<file path="config.mk">
export PLATFORM = sky130hd
export DESIGN_NAME = dm_bus_arbiter
export DESIGN_NICKNAME = d
export VERILOG_FILES = /design/src/rtl/dm_bus_arbiter.sv
export SDC_FILE = /design/constraint.sdc
export NUM_CORES = 1
export LEC_CHECK = 0
export CORE_MARGIN = 3
export CORE_UTILIZATION = 41
export CTS_CLUSTER_DIAMETER = 200
export CTS_CLUSTER_SIZE = 16
export DETAILED_ROUTE_END_ITERATION = 16
export PLACE_DENSITY = 0.89
export SYNTH_ARGS = -nofsm -noshare
export SYNTH_HDL_FRONTEND = slang
export SYNTH_SLANG_ARGS = --single-unit
</file>
<file path="constraint.sdc">
create_clock -name clk -period 2.9 [get_ports clk]
set_input_delay 0.87 -clock clk [delete_from_list [all_inputs] [get_ports clk]]
set_output_delay 0.87 -clock clk [all_outputs]
set_load 0.02 [all_outputs]
</file>
<file path="src/rtl/dm_bus_arbiter.sv">
// Two-master round-robin arbiter for the shared data-memory/bridge bus.
// One transaction at a time; slave handshake with timeout; CPU flush neutralises master-0 stores.
module dm_bus_arbiter #(
   parameter int unsigned TIMEOUT = 15
) (
   input  logic        clk,
   input  logic        reset,
   input  logic        m0_req,
   input  logic [31:0] m0_addr,
   input  logic [3:0]  m0_byteen,
   input  logic [31:0] m0_wdata,
   input  logic        m1_req,
   input  logic [31:0] m1_addr,
   input  logic [3:0]  m1_byteen,
   input  logic [31:0] m1_wdata,
   output logic        m0_gnt,
   output logic        m1_gnt,
   output logic        m0_done,
   output logic        m1_done,
   output logic [31:0] m0_rdata,
   output logic [31:0] m1_rdata,
   output logic        m0_err,
   output logic        m1_err,
   input  logic        cpu_kill,
   output logic        s_valid,
   output logic [31:0] s_addr,
   output logic [3:0]  s_byteen,
   output logic [31:0] s_wdata,
   input  logic        s_ready,
   input  logic [31:0] s_rdata,
   output logic        owner
);

   typedef enum logic [1:0] {IDLE, ACCESS, RESP} state_t;

   localparam logic [7:0] CNT_LAST = 8'(TIMEOUT - 1);

   state_t      state, state_next;
   logic        last;
   logic [7:0]  cnt;
   logic [31:0] addr_q;
   logic [3:0]  byteen_q;
   logic [31:0] wdata_q;
   logic [31:0] rdata_q;
   logic        err_q;

   logic        req0_eff;
   logic        sel;
   logic        sel_valid;
   logic        timed_out;
   logic        kill_m0;

   always_ff @(posedge clk) begin
      if (!reset) begin
         state    <= IDLE;
         last     <= 1'b1;
         owner    <= 1'b0;
         cnt      <= '0;
         addr_q   <= '0;
         byteen_q <= '0;
         wdata_q  <= '0;
         rdata_q  <= '0;
         err_q    <= 1'b0;
      end else begin
         state <= state_next;
         case (state)
            IDLE: begin
               if (sel_valid) begin
                  owner    <= sel;
                  addr_q   <= sel ? m1_addr   : m0_addr;
                  byteen_q <= sel ? m1_byteen : m0_byteen;
                  wdata_q  <= sel ? m1_wdata  : m0_wdata;
                  cnt      <= '0;
               end
            end
            ACCESS: begin
               // A flushed store degrades to a read for the rest of the access.
               if (kill_m0)
                  byteen_q <= '0;
               if (s_ready) begin
                  rdata_q <= s_rdata;
                  err_q   <= 1'b0;
               end else if (timed_out) begin
                  rdata_q <= '0;
                  err_q   <= 1'b1;
               end else begin
                  cnt <= cnt + 8'd1;
               end
            end
            RESP: last <= owner;
            default: ;
         endcase
      end
   end

   always_comb begin
      req0_eff  = m0_req & ~cpu_kill;
      sel_valid = req0_eff | m1_req;
      sel       = 1'b0;
      if (req0_eff && m1_req)
         sel = ~last;
      else if (m1_req)
         sel = 1'b1;
      timed_out = (cnt == CNT_LAST);
      kill_m0   = (state == ACCESS) && !owner && cpu_kill;
   end

   always_comb begin
      state_next = state;
      case (state)
         IDLE:    if (sel_valid) state_next = ACCESS;
         ACCESS:  if (s_ready || timed_out) state_next = RESP;
         RESP:    state_next = IDLE;
         default: state_next = IDLE;
      endcase
   end

   always_comb begin
      m0_gnt   = 1'b0;
      m1_gnt   = 1'b0;
      m0_done  = 1'b0;
      m1_done  = 1'b0;
      m0_rdata = '0;
      m1_rdata = '0;
      m0_err   = 1'b0;
      m1_err   = 1'b0;
      s_valid  = 1'b0;
      s_addr   = '0;
      s_byteen = '0;
      s_wdata  = '0;
      if (state == ACCESS) begin
         s_valid  = 1'b1;
         s_addr   = addr_q;
         s_wdata  = wdata_q;
         s_byteen = kill_m0 ? 4'b0000 : byteen_q;
         // cnt only stays at zero during the first ACCESS cycle.
         if (cnt == 8'd0) begin
            m0_gnt = ~owner;
            m1_gnt = owner;
         end
      end
      if (state == RESP) begin
         if (owner) begin
            m1_done  = 1'b1;
            m1_rdata = rdata_q;
            m1_err   = err_q;
         end else begin
            m0_done  = 1'b1;
            m0_rdata = rdata_q;
            m0_err   = err_q;
         end
      end
   end

endmodule

</file>
---- Word-level counts from Yosys, hierarchy flattened ----
Index checks and enable logic that the tools add are counted.
Widths: inputs -> output; s select.
storage, ports and cells
  flip-flop bits (word level) ............. 113
  latch bits .............................. 0
  bits in writable memories ............... 0
  memory bits (read-only) ................. 0
  bits of input ports ..................... 174
  output and inout port bits .............. 140
  word-level logic and storage cells ...... 75
  memories ................................ 0
operators by class
  add/subtract/negate cells ............... 1
  multiply operators ...................... 0
  div/mod/pow operators ................... 0
  magnitude comparators ................... 0
  eq/ne operators ......................... 7
  shifts and indexed selects .............. 0
  mux-type cells .......................... 39
  bitwise logic cells ..................... 5
  reductions and logical operators ........ 14
operator list
  kind                 number
  $mux 32              10
  $mux 8               3
  $mux 1               17
  $mux 4               4
  $pmux 8 s2           1
  $add 8x1->8 const B  1
  $eq 8x4->1 const B   1
  $logic_not 8->1      1
  $pmux 4 s2           1
  $reduce_and 2->1     4
  $ne 2x2->1 const B   3
  $mux 2               2
  $pmux 2 s2           1
  $reduce_and 4->1     1
  $reduce_bool 2->1    2
  $logic_and 1x1->1    3
  $not 1->1            3
  $eq 2x1->1 const B   1
  $eq 2x2->1 const B   1
  $logic_not 2->1      1
  $ne 2x1->1 const B   1
  $and 1x1->1          1
  $logic_not 1->1      1
  $logic_or 1x1->1     1
  $or 1x1->1           1

---- Longest topological paths before layout ----
Gate-level depths: netlist of the first run.
  word-level depth ........................ 7
  mapped depth ............................ 7
  depth with buffers taken out ............ 6

---- Least setup slack after synthesis of the first run ----
OpenSTA, ideal clock, no wires.
  path type ............................... register to output
  start ................................... reg cnt[4]
  end ..................................... out m0_gnt
  data arrival time ....................... 1657 ps
  required time ........................... 2030 ps
  setup slack ............................. 373 ps
  stages on the path, launching flop included .. 4
  path buffers ............................ 1
  path through ............................ dfxtp_1 > or4_4 > buf_6 > nor4_1
between the ends
  word-level cells in the longest chain between the ends .. 3
ends and longest elaborated chain
  item                      line  RTL
  start: declaration        40    logic [7:0] cnt;
  start signal: assignment  87    cnt <= cnt + 8'd1;
  $logic_not 8->1           137   if (cnt == 8'd0) begin
  $mux 1                    137
  $mux 1                    131   if (state == ACCESS) begin
  end: declaration          16    output logic m0_gnt,
No other way between the ends.

---- Worst setup path in the final report of the first run ----
  start ................................... in cpu_kill
  end ..................................... out s_byteen[3]
between the ends
  word-level cells in the longest chain between the ends .. 3
ends and longest elaborated chain
  item                line  RTL
  start: declaration  24    input logic cpu_kill,
  $logic_and 1x1->1   105   kill_m0 = (state == ACCESS) && !owner && cpu_kill;
  $mux 4              --
  $mux 4              131
  end: declaration    27    output logic [3:0] s_byteen,
No other way between the ends.

==> results of run 1 <==
[power by group through the flow]
| stage | combinational (mW) | clock (mW) | sequential (mW) |
|---|---|---|---|
| floorplan | 0.410 | 0 | 1.76 |
| global placement | 0.843 | 0 | 1.77 |
| detailed placement | 0.857 | 0 | 1.78 |
| CTS | 0.840 | 2.00 | 1.75 |
| global route | 0.914 | 2.08 | 1.76 |
| finish | 0.840 | 1.98 | 1.75 |
[stage by stage]
step | cell area [um2] | utilization, %
after floorplan | 5420 | -
after global placement | 8710 | 68.2
after detailed placement | 8710 | 68.2
after CTS | 9200 | 72.0
after global routing | 9340 | 73.1
final | 9340 | 73.1
[what timing repair did]
action | 4_1_cts | 5_1_grt
buffers inserted | 0 | 0
resized for setup | 100 | 63
cloned | 0 | 0
endpoints found under the setup margin | 117 | 57
[layout make-up]
class | instances | area [um2]
Fill cell | 971 | 3440
Clock buffer | 26 | 519
Tap cell | 172 | 215
Multi-Input combinational cell | 499 | 2880
Inverter | 6 | 22.5
Timing Repair Buffer | 332 | 3380
Clock inverter | 5 | 50.0
Sequential cell | 113 | 2260
[worst register-to-register path: cells and delay by family, from the launching register on]
family	cells	cell delay, ns
buffers and inverters	2	0.37
AND/OR/NAND/NOR	2	1.26
flip-flops	1	0.34
AO/OA/AOI/OAI	1	0.30
[worst paths after layout]
path / start / end / cells past startpoint / slack [ns]
worst max-delay path: cpu_kill / s_byteen[3] / 5 / 0.06
worst min-delay path: byteen_q[2] / byteen_q[2] / 1 / 0.47
worst min register to register: byteen_q[2] / byteen_q[2] / 1 / 0.47
worst max register to register: state[1] / rdata_q[26] / 5 / 0.57
[flip-flops by register name, summed over array words and instances, names as in the netlist]
name and cells:
addr_q 32, rdata_q 32, byteen_q 4, wdata_q 32, last 1, cnt 8, err_q 1, state 2
owner 1
[Yosys cell counts, types with 2 or more instances]
master | number | area (um2)
xor2_1 | 3 | 26.3
ha_1 | 3 | 37.5
buf_6 | 5 | 56.3
a21boi_0 | 2 | 15.0
a22o_2 | 2 | 20.0
inv_1 | 6 | 22.5
clkbuf_1 | 43 | 161
o2bb2ai_1 | 4 | 35.0
dfxtp_1 | 113 | 2260
or3_1 | 3 | 18.8
and3_1 | 2 | 12.5
clkbuf_8 | 2 | 27.5
nand2_1 | 134 | 503
nor2_1 | 8 | 30.0
a22oi_1 | 5 | 37.5
a21oi_1 | 8 | 40.0
buf_1 | 3 | 11.3
and2_1 | 136 | 851
o21ai_0 | 68 | 340
nand3b_1 | 2 | 15.0
o211ai_1 | 3 | 22.5
a22o_1 | 30 | 263
a31oi_1 | 64 | 400
nor4_1 | 2 | 12.5
nand3_1 | 4 | 20.0
buf_2 | 4 | 20.0
nand2b_1 | 2 | 12.5
o2111ai_1 | 2 | 17.5
[logic make-up after synthesis]
| group | synth area share (%) |
|---|---|
| xor gates and xnor gates | 0.485 |
| and+or+nand+nor | 28.3 |
| DFF | 41.7 |
| adders and majority gates | 0.693 |
| buffers and inverters | 5.66 |
| AOI/OAI and AO/OA | 23.2 |
[per-layer routing]
metal | wire, um | GRT usage [%]
met5 | 0 | 0
met4 | 563 | 10.3
met3 | 1940 | 8.16
met2 | 10000 | 45.5
met1 | 6980 | 26.6
==> flow_metrics.tcl, run 1 <==
set metrics [dict create \
    run_status "finished clean" \
    drc 0 \
    critPathMaxFanout 4 \
    fin_ws_ns 0.0572 \
    yosysSeqAreaShare_pct 41.7 \
    critPathKind "in2out" \
    synth_seq_cells 113 \
    core_area_um2 12800 \
    mostFrequentLayoutCell "clkdlybuf4s50_1" \
    cts_tree "built" \
    setup_violations 0 \
    area_delta_synth_final_pct 72.3 \
    hold_slack_ns 0.470 \
    fp-row-count 41 \
    h-tree-depth 4 \
    layout.cells.non_filler 1153 \
    place_congestion 0.827 \
    critPathArrivalTime_ns 1.97 \
    holdCritPathClass "reg2reg" \
    mappedNetlistArea_um2 5420 \
    rsz0062_at_grt "no" \
    critical-path-max-stage-delay_ns 0.48 \
    dpl.hpwl_mm 13.6 \
    cp_top_family "buffers and inverters" \
    grt_pass1_vias 5693 \
    path_buf_inv 3 \
    fin_worst_skew_ns 0.00772 \
    grt_max_degree 69 \
    drt-total-wl_mm 19.5 \
    root_buffer "clkbuf_16" \
    clk_latency_ns 0.41 \
    cap_violations 0 \
    cts_made_buffers 17 \
    swShare_pct 25.0 \
    p_leak_nw 4.93 \
    final_cell_mix "clkdlybuf4s50_1 (176), and2_1 (135), nand2_1 (133)" \
    synthDistinctLibCells 41 \
    slew_violations 0 \
    die_w_um 121 \
    hold_violations 0 \
    grt_overflow 0 \
    p_total_mw 4.57 \
    dieArea_um2 14600 \
    powerDensity_nw_per_um2 489 \
    ir_worst_vdd_v 0.000338 \
    clock_sinks 113 \
    diodes 0 \
    cts.hold.buffers_added 0 \
    async_reset_ff_share_pct 0 \
    start_util_pct 42.4 \
    clkTransAtPathRegs_ns 0.05 \
    worstSetupStartpointType "input pin" \
    ys_warn_count 0 \
    synth_edf_count 0 \
    fmax_mhz 352 \
    timing.slew.headroom_pct 21.1 \
    crit_slowest_cell "clkdlybuf4s50_1" \
    clock_power_share_pct 43.3 \
    pwr-share-comb_pct 18.4 \
    cp_data_required_time_ns 2.03 \
    clockBufferDepth 2 \
    layout-drive-gt1-share_pct 7.03 \
    min_period_ns 2.84 \
    ant_nets 0 \
    synthCells 676 \
    dpl_worst_slack_ns -0.350 \
    synth_nets 853 \
    tightest_slew_ns 1.18 \
    drt_iter0_drc 328 \
    wl_per_cell_um 16.9 \
    synth_ff_type "dfxtp_1" \
    io_pins 314 \
    final_nets 1146 \
    track_usage_pct 25.1 \
    io_buffers 313 \
    avgSynthCellArea_um2 8.02 \
    p_int_mw 3.42 \
    drtPass1Iterations 5 \
    die_y_um 121 \
    fin_tns_setup_ns 0 \
    min_period_over_period_pct 98.0 \
    p_sw_mw 1.14 \
    seq_power_share_pct 38.3 \
    grt_pass1_wl_mm 29.0 \
    via_per_inst 5.16 \
    dp.cells 1122 \
    antenna_found_initial 0 \
    vias 5953 \
    critical_path.cell_chain "clkdlybuf4s50_1 -> a21boi_1 -> buf_4 -> and2_1 -> clkdlybuf4s15_2" \
    cp-end-kind "output pin" \
]
Power figures use the tool's default switching activity.
==> run 2: changes to the inputs <==
--- a/config.mk
+++ b/config.mk
@@ -5,12 +5,13 @@
 export SDC_FILE = /design/constraint.sdc
 export NUM_CORES = 1
 export LEC_CHECK = 0
-export CORE_MARGIN = 3
-export CORE_UTILIZATION = 41
+export CAP_MARGIN = 20
+export CORE_AREA = 2 2 122 124
 export CTS_CLUSTER_DIAMETER = 200
 export CTS_CLUSTER_SIZE = 16
 export DETAILED_ROUTE_END_ITERATION = 16
-export PLACE_DENSITY = 0.89
+export DIE_AREA = 0 0 124 126
+export PLACE_DENSITY = 0.83
 export SYNTH_ARGS = -nofsm -noshare
 export SYNTH_HDL_FRONTEND = slang
 export SYNTH_SLANG_ARGS = --single-unit
==> flow_metrics.tcl, run 2 (synthesis results as in run 1) <==
set metrics [dict create \
    top_regs "addr_q (32), rdata_q (32), wdata_q (32)" \
    setup.worst_path.end "m1_gnt" \
    slew_violations 0 \
    min_period_ns 2.85 \
    cts_made_buffers 17 \
    startpoint "cnt[4]" \
    grt_pass1_vias 5582 \
    grt_max_degree 65 \
    setup_violations 0 \
    ff2ff_path_depth 7 \
    clk_latency_ns 0.40 \
    grt_pass1_wl_mm 28.6 \
    vias 5850 \
    mostFrequentLayoutCell "clkdlybuf4s50_1" \
    timing.rr.end "rdata_q[0]" \
    min_period_over_period_pct 98.2 \
    grt_overflow 0 \
    wl_met1_mm 7.22 \
    reg2reg_from "cnt[0]" \
    timing.slew.headroom_pct 74.0 \
    drc 0 \
    top_layer_used "met4" \
    rsz0062_at_grt "no" \
    cp_data_required_time_ns 2.03 \
    final_nets 1150 \
    clkTransAtPathRegs_ns 0.06 \
    ant_nets 0 \
    dieArea_um2 15600 \
    cap_violations 0 \
    start_util_pct 37.9 \
    place_congestion 0.832 \
    seq_power_share_pct 35.7 \
    dp.cells 1137 \
    root_buffer "clkbuf_16" \
    dpl_worst_slack_ns -0.340 \
    fin_worst_skew_ns 0.00593 \
    io_pins 314 \
    clock_power_share_pct 47.0 \
    clockBufferDepth 2 \
    drtPass1Iterations 4 \
    h-tree-depth 4 \
    dr_wl_met2_mm 9.17 \
    layout.cells.non_filler 1170 \
    fmax_mhz 351 \
    run_status "finished clean" \
    critPathMaxFanout 5 \
    die_y_um 126 \
    antenna_found_initial 0 \
    p_sw_mw 1.21 \
    diodes 0 \
    powerDensity_nw_per_um2 526 \
    swShare_pct 24.8 \
    p_leak_nw 4.35 \
    fp-row-count 44 \
    wl_per_cell_um 15.9 \
    area_delta_synth_final_pct 71.1 \
    pwr-share-comb_pct 17.3 \
    hold_violations 0 \
    cp-end-kind "output pin" \
    critPathKind "reg2out" \
    final_cell_mix "clkdlybuf4s50_1 (175), and2_1 (135), nand2_1 (133)" \
    die_w_um 124 \
    dpl.hpwl_mm 13.1 \
    holdCritPathClass "reg2reg" \
    dr_wl_met3_mm 1.75 \
    final_util_pct 64.8 \
    p_int_mw 3.67 \
    critPathArrivalTime_ns 1.98 \
    drt_iter0_drc 296 \
    track_usage_pct 23.5 \
    via_per_inst 5.00 \
    core_area_um2 14300 \
    fin_ws_ns 0.0521 \
    clock_sinks 113 \
    tightest_slew_ns 0.388 \
    r2r_slack_ns 1.06 \
    cts_tree "built" \
    layout-drive-gt1-share_pct 7.40 \
    ir_worst_vdd_v 0.000381 \
    io_buffers 313 \
    worstSetupStartpointType "flop" \
    drt-total-wl_mm 18.6 \
]
-- run 2: cell count changes in the layout (fill, tap and decap cells not counted), sizes merged --
cell           delta
buf               +4
bufbuf            +1
bufinv            +4
clkbuf            -8
clkdlybuf4s15     -2
clkdlybuf4s50     -1
clkinv            +2
clkinvlp          +2
dlygate4sd2      +49
dlymetal6s2s     -47
inv               +1
-- run 2: final cells by class --
class,instances,area (um2)
Fill cell,1293,5040
Inverter,6,22.5
Timing Repair Buffer,336,3240
Sequential cell,113,2260
Clock buffer,18,439
Multi-Input combinational cell,499,2860
Tap cell,184,230
Clock inverter,14,211
-- run 2: worst max-delay path, cell delays in order, from the launching register on --
cell	delay, ns
dfxtp_1	0.34
or4_4	0.58
nor4_1	0.27
dlygate4sd2_1	0.38
-- run 2: how the worst min path moves through the flow --
stage                startpoint  depth (start not counted)  slack, ns           to
floorplan           byteen_q[0]                          1       0.42  byteen_q[0]
detailed placement  rdata_q[18]                          1       0.46  rdata_q[18]
global placement     rdata_q[1]                          1       0.46   rdata_q[1]
CTS                 byteen_q[0]                          1       0.48  byteen_q[0]
finish              byteen_q[0]                          1       0.47  byteen_q[0]
global route        byteen_q[0]                          1       0.50  byteen_q[0]
-- run 2: power by group through the flow --
stage | registers, mW | clock network [mW] | logic (mW)
after global placement | 1.77 | 0 | 0.853
final | 1.74 | 2.29 | 0.843
after floorplan | 1.76 | 0 | 0.410
after global routing | 1.76 | 2.40 | 0.923
after CTS | 1.74 | 2.33 | 0.849
after detailed placement | 1.77 | 0 | 0.859
-- run 2: stage by stage --
stage	TNS, ns	hold slack, ns	area [um2]	power (mW)
CTS	-0.00167	0.477	9290	4.92
finish	0	0.470	9270	4.88
global placement	-1.38	0.463	8760	2.62
floorplan	0	0.424	5420	2.16
global route	0	0.496	9270	5.08
detailed placement	-1.33	0.462	8760	2.63
-- run 2: timing repair --
item / in CTS / in global routing
resized for setup: 145 / 10
setup endpoints to repair: 136 / 9
hold buffers: 0 / 0
cloned: 1 / 0
buffers inserted: 0 / 0
-- run 2: routing by layer --
layer | track usage, % | vias up
met4 | 9.32 | 0
li1 | - | 2918
met2 | 40.9 | 244
met1 | 26.0 | 2658
met5 | 0 | -
met3 | 8.15 | 30
